$ cat config.mk
export PLATFORM = sky130hd
export DESIGN_NAME = exec_writeback_stage
export DESIGN_NICKNAME = d
export VERILOG_FILES = /design/src/rtl/exec_writeback_stage.sv
export SDC_FILE = /design/constraint.sdc
export NUM_CORES = 1
export LEC_CHECK = 0
export BUFFER_PORTS_ARGS = -buffer_cell sky130_fd_sc_hd__buf_2
export CAP_MARGIN = 20
export CORE_MARGIN = 2
export CORE_UTILIZATION = 48
export CTS_CLUSTER_SIZE = 10
export DETAILED_ROUTE_END_ITERATION = 6
export PLACE_DENSITY = 0.82
export SYNTH_ARGS = -nofsm -noshare
export SYNTH_HDL_FRONTEND = slang
export SYNTH_SLANG_ARGS = --single-unit
export TNS_END_PERCENT = 10
$ cat constraint.sdc
create_clock -name clk_i -period 2 [get_ports clk_i]
set_input_delay 0.1 -clock clk_i [delete_from_list [all_inputs] [get_ports clk_i]]
set_output_delay 0.1 -clock clk_i [all_outputs]
set_load 0.02 [all_outputs]
$ cat src/rtl/exec_writeback_stage.sv
// rtl/exec_writeback_stage.sv - ALU writeback stage: condition check, flag commit, 2-entry result queue
// Optional feature macro: COND_EXEC_EN (condition-code evaluation and annul counter).
// exec_wb_queue ports: flush_i empties, push_i/push_data_i enqueue, pop_i dequeues,
//   count_o occupancy 0..2, head_o oldest entry.
// exec_writeback_stage ports: clk_i, rst_n_i (async active-low); in_valid_i/in_ready_o with
//   result_i, n_i/z_i/c_i/v_i, rd_i, reg_we_i, flag_we_i, cond_i from the ALU; flush_i discard;
//   out_valid_o/out_ready_i with wb_data_o, wb_rd_o, wb_we_o to the register file;
//   flags_o architectural {N,Z,C,V}; annul_cnt_o saturating count of condition-failed accepts.

module exec_wb_queue #(
    parameter int W = 9
) (
    input  logic         clk_i,
    input  logic         rst_n_i,
    input  logic         flush_i,
    input  logic         push_i,
    input  logic [W-1:0] push_data_i,
    input  logic         pop_i,
    output logic [1:0]   count_o,
    output logic [W-1:0] head_o
);
    logic [1:0]   count_q, count_d;
    logic [W-1:0] mem0_q, mem0_d;
    logic [W-1:0] mem1_q, mem1_d;
    logic         do_push, do_pop;

    // Guards keep the queue self-consistent even if the caller misbehaves.
    assign do_push = push_i && (count_q != 2'd2);
    assign do_pop  = pop_i  && (count_q != 2'd0);

    always_comb begin
        count_d = count_q;
        mem0_d  = mem0_q;
        mem1_d  = mem1_q;
        if (flush_i) begin
            count_d = 2'd0;
        end else if (do_push && do_pop) begin
            // Only reachable with one entry held: the new entry becomes the head.
            mem0_d = push_data_i;
        end else if (do_push) begin
            if (count_q == 2'd0) begin
                mem0_d = push_data_i;
            end else begin
                mem1_d = push_data_i;
            end
            count_d = count_q + 2'd1;
        end else if (do_pop) begin
            mem0_d  = mem1_q;
            count_d = count_q - 2'd1;
        end
    end

    always_ff @(posedge clk_i or negedge rst_n_i) begin
        if (!rst_n_i) begin
            count_q <= 2'd0;
            mem0_q  <= '0;
            mem1_q  <= '0;
        end else begin
            count_q <= count_d;
            mem0_q  <= mem0_d;
            mem1_q  <= mem1_d;
        end
    end

    assign count_o = count_q;
    assign head_o  = mem0_q;
endmodule

module exec_writeback_stage #(
    parameter int N  = 4,
    parameter int RW = 4,
    parameter int CW = 8
) (
    input  logic          clk_i,
    input  logic          rst_n_i,
    input  logic          in_valid_i,
    output logic          in_ready_o,
    input  logic [N-1:0]  result_i,
    input  logic          n_i,
    input  logic          z_i,
    input  logic          c_i,
    input  logic          v_i,
    input  logic [RW-1:0] rd_i,
    input  logic          reg_we_i,
    input  logic          flag_we_i,
    input  logic [3:0]    cond_i,
    input  logic          flush_i,
    output logic          out_valid_o,
    input  logic          out_ready_i,
    output logic [N-1:0]  wb_data_o,
    output logic [RW-1:0] wb_rd_o,
    output logic          wb_we_o,
    output logic [3:0]    flags_o,
    output logic [CW-1:0] annul_cnt_o
);
    localparam int EW = N + RW + 1;

    logic [3:0]    flags_q, flags_d;
    logic          pass;
    logic          accept;
    logic          pop;
    logic [1:0]    count;
    logic [EW-1:0] head;

    // Both ready and valid come from the registered count only.
    assign in_ready_o  = (count != 2'd2);
    assign out_valid_o = (count != 2'd0);
    assign accept      = in_valid_i && in_ready_o && !flush_i;
    assign pop         = out_valid_o && out_ready_i;

`ifdef COND_EXEC_EN
    logic          f_n, f_z, f_c, f_v;
    logic [CW-1:0] annul_q, annul_d;

    assign {f_n, f_z, f_c, f_v} = flags_q;

    always_comb begin
        pass = 1'b0;
        case (cond_i)
            4'd0:    pass = f_z;
            4'd1:    pass = !f_z;
            4'd2:    pass = f_c;
            4'd3:    pass = !f_c;
            4'd4:    pass = f_n;
            4'd5:    pass = !f_n;
            4'd6:    pass = f_v;
            4'd7:    pass = !f_v;
            4'd8:    pass = f_c && !f_z;
            4'd9:    pass = !f_c || f_z;
            4'd10:   pass = (f_n == f_v);
            4'd11:   pass = (f_n != f_v);
            4'd12:   pass = !f_z && (f_n == f_v);
            4'd13:   pass = f_z || (f_n != f_v);
            4'd14:   pass = 1'b1;
            default: pass = 1'b0;
        endcase
    end

    always_comb begin
        annul_d = annul_q;
        if (accept && !pass && (annul_q != {CW{1'b1}})) begin
            annul_d = annul_q + CW'(1);
        end
    end

    always_ff @(posedge clk_i or negedge rst_n_i) begin
        if (!rst_n_i) begin
            annul_q <= '0;
        end else begin
            annul_q <= annul_d;
        end
    end

    assign annul_cnt_o = annul_q;
`else
    logic unused_cond;

    assign pass        = 1'b1;
    assign annul_cnt_o = '0;
    assign unused_cond = ^cond_i;
`endif

    always_comb begin
        flags_d = flags_q;
        if (accept && flag_we_i && pass) begin
            flags_d = {n_i, z_i, c_i, v_i};
        end
    end

    always_ff @(posedge clk_i or negedge rst_n_i) begin
        if (!rst_n_i) begin
            flags_q <= 4'b0000;
        end else begin
            flags_q <= flags_d;
        end
    end

    assign flags_o = flags_q;

    // Failed instructions are still queued (with we cleared) to keep ordering.
    exec_wb_queue #(.W(EW)) u_queue (
        .clk_i       (clk_i),
        .rst_n_i     (rst_n_i),
        .flush_i     (flush_i),
        .push_i      (accept),
        .push_data_i ({result_i, rd_i, reg_we_i && pass}),
        .pop_i       (pop),
        .count_o     (count),
        .head_o      (head)
    );

    assign wb_data_o = out_valid_o ? head[EW-1 -: N] : '0;
    assign wb_rd_o   = out_valid_o ? head[RW:1]      : '0;
    assign wb_we_o   = out_valid_o && head[0];
endmodule
### Word level (Yosys, flattened, before mapping)

Index checks and enable logic that the tools add are counted.

| operators by class | value |
|---|---|
| add/subtract/negate cells | 2 |
| $mul | 0 |
| div/mod/pow operators | 0 |
| $lt $le $gt $ge | 0 |
| eq/ne operators | 3 |
| shifts and indexed selects | 0 |
| mux-type cells | 10 |
| bitwise logic cells | 3 |
| reduce and logical (&&, ||, !) cells | 16 |

Operators by type and width:

| cell | count |
|---|---|
| 2-to-1 mux 9 bit | 4 |
| logical AND 1 bit | 8 |
| 2-to-1 mux 2 bit | 4 |
| 2-to-1 mux 4 bit | 2 |
| nonzero test 3 bit | 2 |
| != test 2 bit, second input constant | 2 |
| AND reduction 4 bit | 1 |
| != test 3 bit, second input constant | 1 |
| NOT 1 bit | 3 |
| AND reduction 3 bit | 1 |
| adder 2 x 1 -> 2 bit, second input constant | 1 |
| zero test 2 bit | 1 |
| AND reduction 2 bit | 1 |
| nonzero test 2 bit | 1 |
| subtractor 2 x 1 -> 2 bit, second input constant | 1 |
| zero test 1 bit | 1 |

| storage, ports and cells | value |
|---|---|
| register bits | 24 |
| bits in latches | 0 |
| bits in writable memories | 0 |
| ROM bits | 0 |
| bits of input ports | 23 |
| output and inout port bits | 23 |
| word-level logic and storage cells | 38 |
| memories kept | 0 |

### Logic depth before layout (Yosys ltp)

Gate-level depths: netlist of the first run.

| logic depth | value |
|---|---|
| depth after elaboration | 7 |
| gate-level depth with buffers | 5 |
| mapped depth without buffers | 5 |

### By module

A second synthesis of the first run with hierarchy kept.

| unflattened totals | value |
|---|---|
| cells, all modules | 108 |
| area total of the unflattened synthesis | 1,252.5 µm² |

By module, submodules not included:

| module | times used | cells an instance | area an instance (µm²) | sequential area each (µm²) |
|---|---|---|---|---|
| exec_wb_queue | 1 | 75 | 908.4 | 500.5 |
| exec_writeback_stage | 1 | 33 | 344.1 | 100.1 |

### Least setup slack after synthesis of the first run

Ideal clock, no wire load.

| timing | value |
|---|---|
| path type | register to register |
| start point | register u_queue.count_q[0] (netlist: u_queue.count_o[0]) |
| end point | register u_queue.mem0_q[7] (netlist: u_queue.head_o[7]) |
| setup time | 0.073 ns |
| arrival | 1.319 ns |
| required time | 1.927 ns |
| slack | 0.608 ns |
| stages on the path, launching flop included | 6 |
| buffers on the path | 1 |
| period minus slack after synthesis | 1.392 ns |
| cells stage by stage | dfrtp_1 -> or3b_4 -> a21oi_4 -> buf_6 -> nor2_2 -> a21oi_2 |

| between the ends | value |
|---|---|
| cells in the longest elaborated chain, start to end | 7 |
| elaborated cells on any way between the ends | 14 |
| those cells by class | 2 x eq/ne; 2 x mux; 10 x reduce/logical |

Ends and longest elaborated chain:

| item | RTL line | text |
|---|---|---|
| start, declared | 22 | `logic [1:0] count_q, count_d;` |
| start signal, assigned | 59 | `count_q <= count_d;` |
| != test 2 bit | 28, 106 |  |
| logical AND 1 bit (2 in a row) | 108 | `assign accept = in_valid_i && in_ready_o && !flush_i;` |
| logical AND 1 bit | 28 | `assign do_push = push_i && (count_q != 2'd2);` |
| logical AND 1 bit | 37 | `end else if (do_push && do_pop) begin` |
| != test 3 bit (no line) / nonzero test 3 bit (equally long branches) | -- |  |
| AND reduction 3 bit (no line) | -- |  |
| end signal, assigned | 60 | `mem0_q <= mem0_d;` |
| end, declared | 23 | `logic [W-1:0] mem0_q, mem0_d;` |

Parallel ways exist; a longest one is shown, timed or not.
A chain may end at the register's enable or synchronous reset.

### Worst setup path after layout of the first run

| timing | value |
|---|---|
| start point | register u_queue.count_q[0] (netlist: u_queue.count_o[0]) |
| end point | register u_queue.mem0_q[4] (netlist: u_queue.head_o[4]) |

The elaborated chain is that of the path after synthesis.

==> impl_results.md, run 1 <==
* Setup slack, reg-to-reg at 0.38 ns
* Worst path top cell family by delay: compound AO/OA/AOI/OAI gates
* XOR/XNOR Fraction of Synth Area at 0%
* Setup-failing EPs final at 0
* Vias/cell at around 5
* RD Place Congestion at 0.6759
* Post-route setup slack at 0.3818 ns
* Status: completed
* Crit path time final at 1.618 ns
* Post-Synth Simple-Gate Area at ~15%
* DRT iter0 DRCs at 3
* Most instantiated library cell after synthesis: dfrtp_1
* Arr. time, crit path at 1.87 ns
* Max-cap viol count at 0
* First-pass GRT wire length at ~3700 um
* Slew @ Worst Pin at 0.5124 ns
* Clk sinks at 24
* DP Cell Count at 165
* Vias in the first global route at ~820
* Setup crit start kind: flop
* CTS tree: built
* CTS Root Cell: clkbuf_4
* Worst R2R Path Depth at 4
* Synth area leader: dfrtp_1
* Post_cts resized at 0
* Non-filler cells, final at 172
* Sequential share of the synthesized area at between 40% and 50%
* I/O Pins at 46
* Area fraction in compound gates after synthesis at 7.946%
* CP peak stage delay at 0.47 ns
* Period utilization at a little over 80%
* Routed WL at around 2200 um
* Most used DFF post-synth: dfrtp_1
* # rows at 18
* Syn avg cell area at 11.55 sq um
* Diode count at 0
* Largest net degree at the start of global routing at 25
* Initial antenna violation count at 0
* Total GRT Usage at 17.65%
* Cts bufs inserted at 3
* Hold wc startpoint: z_i
* Fillers at 240
* Worst slew margin at 65.84%
* Peak Freq at 618.0 MHz
* Critical Path Fanout Max at 18
* Cts hold-fix bufs at 3
* Layout Skew at 0.002344 ns
* GR Overflow Total at 0
* Die Area at between 2000 and 3000 sq um
* DR vias at between 800 and 900
* Clk buf depth at 2
* Drt pass-1 iters at 3
* EDFF count, synth at 0
* Antenna-violating nets left at 0
* Worst R2R Start: u_queue.count_o[0]$_DFFE_PN0P_
* Largest family of logic cells by synthesized area: multiplexers
* Mapped Cells at between 100 and 150
* Area of the mapped netlist at 1212 sq um
* Area delta synth->final at 18.06%
* Worst R2R End: u_queue.head_o[4]$_DFFE_PN0P_
* Share of layout cells above drive strength 1 at between 40% and 50%
* Nets@finish at 166
* Initial Util at 49.85%
* Endpoints failing hold at 0
* CP Buf/Inv Count at 0
* Top cells by area, synth: dfrtp_1 50%, mux2_2 12%, mux2i_1 7.4%, nor2b_1 5.2%, buf_4 5.0%
* Setup crit start: u_queue.count_o[0]$_DFFE_PN0P_
* Chip Width at 54.26 um
* Synth unique cells at 24
* Multiplexer share of the synthesized area at approximately 20%
* Final Max Tran Viols at 0
* Sequential cell area at 600.6 sq um
* Post-synth top cells: 24 x dfrtp_1, 13 x mux2_2, 11 x a21oi_1
* Insertion delay to the later sink of the worst-skew pair at 0.32 ns
* Setup bufs post-CTS at 0
* CP Class: flop to flop
* Pwr/cell area at around 870 nW/um^2
* Leakage at approximately 0.00068 uW
* Hold Path Depth at 2
* Hold crit path type: input port to flop
* Yosys warning count at 0
* DP Worst Slack at 0.3956 ns
* Core Region at 2432 sq um
* Max H-tree Level at 1
* Clock transition at path regs at 0.12 ns
* I/O Buffers at 33
* FF+latch count, synth at 24
* Slowest CP cell: dfrtp_1
* Worst setup EP type: flop
* TNS Setup at 0 ns
* Share of the synthesized area in the top cell type at 49.54%
* Per-cell routed wire length at 12.87 um
* Adder-cell area share of the yosys netlist at 0%
* DIE HEIGHT at ~54 um
* Number of remaining DRC errors at 0
* RSZ-0062 raised after global routing: false
* Asr flop ratio synth at 100.0%
* Req. time, crit path at 2.25 ns
* Multi-input gate area at 539.3 sq um
* Worst Hold Endpoint: flags_o[2]$_DFFE_PN0P_
* Peak VDD IR at approximately 620 uV
* Cell breakdown of the critical path: or3b_4 -> a21oi_4 -> nor2_1 -> a21oi_1
* Post-DP HPWL at 1660 um
final cells by class:
type | count | area share (%)
Clock buffer | 4 | 2.535
Inverter | 2 | 0.5245
Multi-Input combinational cell | 74 | 37.67
Sequential cell | 24 | 41.96
Tap cell | 30 | 2.622
Timing Repair Buffer | 38 | 14.69
cell usage in the layout (no fill, tap or decap), drive strengths merged, types with 2 or more instances in the layout:
cell type / n
mux2: 13
buf: 35
nor2b: 10
nor3b: 2
inv: 2
o21ai: 2
conb: 8
mux2i: 9
nor2: 11
a21oi: 13
clkbuf: 4
dlygate4sd3: 3
dfrtp: 24
logic make-up (layout without fill, tap and decap cells):
family / Yosys count / count (layout)
flops: 24 / 24
other cells: 1 / 8
mux: 22 / 22
compound gates: 16 / 16
simple gates: 28 / 28
buf+inv: 14 / 44
worst register-to-register path, delay by kind of cell (launching register included):
kind	cells	cell delay, ns
compound gates	2	0.57
flops	1	0.47
simple gates	2	0.52
layer usage:
| metal | wire length, um | global-route usage, % | vias up |
|---|---|---|---|
| li1 | - | - | 413 |
| met2 | 1137 | 31.93 | 34 |
| met5 | 0 | 0 | - |
| met3 | 131 | 2.732 | 5 |
| met4 | 42 | 7.500 | 0 |
| met1 | 903 | 20.57 | 412 |
state kept, by name, indices dropped and copies added (netlist names):
register / flops
u_queue.count_o: 2
u_queue.mem1_q: 9
flags_o: 4
u_queue.head_o: 9
worst max-delay path by stage:
stage / end / cells past startpoint / slack (ns)
6_report: u_queue.head_o[4]$_DFFE_PN0P_ / 4 / 0.38
5_1_grt: u_queue.head_o[0]$_DFFE_PN0P_ / 4 / 0.28
4_1_cts: u_queue.head_o[4]$_DFFE_PN0P_ / 4 / 0.37
3_5_place_dp: u_queue.head_o[4]$_DFFE_PN0P_ / 4 / 0.40
3_3_place_gp: u_queue.head_o[4]$_DFFE_PN0P_ / 4 / 0.48
2_1_floorplan: u_queue.head_o[7]$_DFFE_PN0P_ / 5 / 0.61
power breakdown:
part | internal (uW) | total [uW] | switching (uW)
Clock | 111 | 253 | 142
Combinational | 162 | 345 | 183
Sequential | 593 | 647 | 54.2
Total | 866 | 1250 | 379
stage by stage:
stage	area [sq um]	util, %	hold slack [ns]	total power, uW
after global placement	1365	56.12	0.09496	978.7
after CTS	1431	58.85	0.001637	1261
after floorplan	1239	-	-0.1956	902.9
final	1431	58.85	0.007580	1245
after global routing	1431	58.85	0.006354	1325
after detailed placement	1365	56.12	0.1036	1005
(Power assumes the default switching activity.)
==> run 2, diff against run 1 <==
- clock period: 2 -> 1.7 ns (I/O delays scaled with it)
==> run 2 against run 1 <==
Effect of this change:
- non-clock buffer count unchanged
- clock-buffer cell count unchanged
- first-iteration DRC count rose to 3.3 times the previous value
- worst setup slack worse by 0.19 ns
- clock skew about the same
- wire length down 4.6%
- hold slack better by 0.0051 ns
- flip-flop and latch count unchanged
- maximum frequency up 7.0%
- global-route usage down 0.96 points
- critical endpoint is now u_queue.head_o[0]$_DFFE_PN0P_
- largest power group unchanged
==> impl_results.md, run 2 (synthesis results as in run 1) <==
* Diode count at 0 (unchanged)
* Clk sinks at 24 (unchanged)
* Hold crit path type: input port to flop (unchanged)
* Hold wc startpoint: c_i (was z_i)
* Drt pass-1 iters at 4 (was 3)
* Commonest non-fill, non-tap cells in the layout: 33 x buf_2, 24 x dfrtp_1, 13 x mux2_2 (unchanged)
* I/O Pins at 46 (unchanged)
* Nets@finish at 166 (unchanged)
* Critical Path Fanout Max at 18 (unchanged)
* Period utilization at 88.97% (was 80.91%)
* Cell breakdown of the critical path: or3b_4 -> a21oi_4 -> buf_4 -> nor2_1 -> a21oi_1 (was or3b_4 -> a21oi_4 -> nor2_1 -> a21oi_1)
* Final Max Tran Viols at 0 (unchanged)
* Setup crit start kind: flop (unchanged)
* Setup crit start: u_queue.count_o[0]$_DFFE_PN0P_ (unchanged)
* CP Buf/Inv Count at 1 (was 0)
* Post_cts resized at 0 (unchanged)
* Setup-failing EPs final at 0 (unchanged)
* CP Class: flop to flop (unchanged)
* Slew @ Worst Pin at 0.5077 ns (was 0.5124 ns)
* First-pass GRT wire length at 3539 um (was 3663 um)
* Initial antenna violation count at 0 (unchanged)
* Worst path top cell family by delay: simple AND/OR/NAND/NOR gates (was compound AO/OA/AOI/OAI gates)
* Peak VDD IR at 754.6 uV (was 619.1 uV)
* Share of layout cells above drive strength 1 at 42.25% (was 41.55%)
* Worst R2R Start: u_queue.count_o[0]$_DFFE_PN0P_ (unchanged)
* Cts bufs inserted at 3 (unchanged)
* Vias in the first global route at 831 (was 817)
* Core Region at 2432 sq um (unchanged)
* Number of remaining DRC errors at 0 (unchanged)
* TNS Setup at 0 ns (unchanged)
* Endpoints failing hold at 0 (unchanged)
* Slowest CP cell: dfrtp_1 (unchanged)
* Clock transition at path regs at 0.12 ns (about the same)
* # rows at 18 (unchanged)
* Fillers at 220 (was 240)
* Placed cell area at 1385 sq um (was 1365 sq um)
* Die Area at 2944 sq um (unchanged)
* Area delta synth->final at 18.89% (was 18.06%)
* Antenna-violating nets left at 0 (unchanged)
* Vias/cell at 5.093 (was 5.023)
* Worst setup EP type: flop (unchanged)
* Initial Util at 49.85% (unchanged)
* I/O Buffers at 33 (unchanged)
* Pwr/cell area at 1008 nW/um^2 (was 869.9 nW/um^2)
* Leakage at 0.0006858 uW (was 0.0006812 uW)
* Per-cell routed wire length at 12.28 um (was 12.87 um)
* Req. time, crit path at 1.93 ns (was 2.25 ns)
* Largest net degree at the start of global routing at 25 (unchanged)
* Routed WL at 2112 um (was 2213 um)
* CTS Root Cell: clkbuf_4 (unchanged)
* GR Overflow Total at 0 (unchanged)
* Crit path time final at 1.513 ns (was 1.618 ns)
* Arr. time, crit path at 1.75 ns (was 1.87 ns)
* Peak Freq at 661.2 MHz (was 618.0 MHz)
* Max-cap viol count at 0 (unchanged)
* Layout Skew at 0.002164 ns (was 0.002344 ns)
* Max H-tree Level at 1 (unchanged)
* CP peak stage delay at 0.46 ns (was 0.47 ns)
* Insertion delay to the later sink of the worst-skew pair at 0.30 ns (was 0.32 ns)
* DIE HEIGHT at 54.26 um (unchanged)
* RSZ-0062 raised after global routing: false (unchanged)
* RD Place Congestion at 0.6778 (was 0.6759)
* Worst slew margin at 66.15% (was 65.84%)
* Total GRT Usage at 16.69% (was 17.65%)
* Tot Pwr at 1453 uW (was 1245 uW)
* CTS tree: built (unchanged)
* Chip Width at 54.26 um (unchanged)
* Finished Cell Area at 1441 sq um (was 1431 sq um)
* Status: completed (unchanged)
* Post-DP HPWL at 1620 um (was 1660 um)
* DRT iter0 DRCs at 10 (was 3)
* Clk buf depth at 2 (unchanged)
* DR vias at 876 (was 864)
* Most common cell after layout, fill and taps aside: buf_2 (unchanged)
-- run 2: metal layers --
| metal | global-route usage (%) | routed length (um) | part of all wire (%) | up-vias |
|---|---|---|---|---|
| met5 | 0 | 0 | 0 | - |
| met4 | 6.250 | 6 | 0.28 | 0 |
| met3 | 2.186 | 140 | 6.6 | 2 |
| met2 | 30.92 | 1067 | 51 | 31 |
| met1 | 19.42 | 897 | 42 | 428 |
| li1 | - | - | - | 415 |
-- run 2: report_power, final --
group	total, uW	switching (uW)	internal (uW)
logic	410	215	195
clock network	283	153	131
registers	760	62.9	697
total	1450	431	1020
-- run 2: final timing paths --
path                            slack (ns)  cells after the start                             to
worst max-delay path                  0.19                      5  u_queue.head_o[0]$_DFFE_PN0P_
worst min-delay path                  0.01                      2         flags_o[1]$_DFFE_PN0P_
worst max register to register        0.19                      5  u_queue.head_o[0]$_DFFE_PN0P_
worst min register to register        0.52                      1         flags_o[3]$_DFFE_PN0P_
max in group asynchronous             1.09                      2  u_queue.mem1_q[2]$_DFFE_PN0P_
min in group asynchronous             0.27                      2  u_queue.mem1_q[8]$_DFFE_PN0P_
-- run 2: layout make-up --
cell class              count  area (sq um)  share of cell area [%]
repair buffers             38         220.2                   15.28
well taps                  30         37.54                   2.604
flip-flops and latches     24         600.6                   41.67
clock buffers               4         36.28                   2.517
inverters                   2         7.507                  0.5208
multi-input cells          74         539.3                   37.41
-- run 2: per-stage QoR --
step	hold slack (ns)	utilization [%]	std cells	worst slack, ns
6_report	0.01268	59.26	172	0.1875
5_1_grt	0.004629	59.26	172	0.07242
4_1_cts	0.005510	59.26	172	0.1741
3_5_place_dp	0.08128	56.94	166	0.2041
3_3_place_gp	0.07478	56.94	166	0.2625
2_1_floorplan	-0.2106	-	112	0.3076
-- run 2: what timing repair did --
action                                 4_1_cts  5_1_grt
hold buffers                                 2        0
buffers inserted                             0        0
endpoints found under the hold margin       25        0
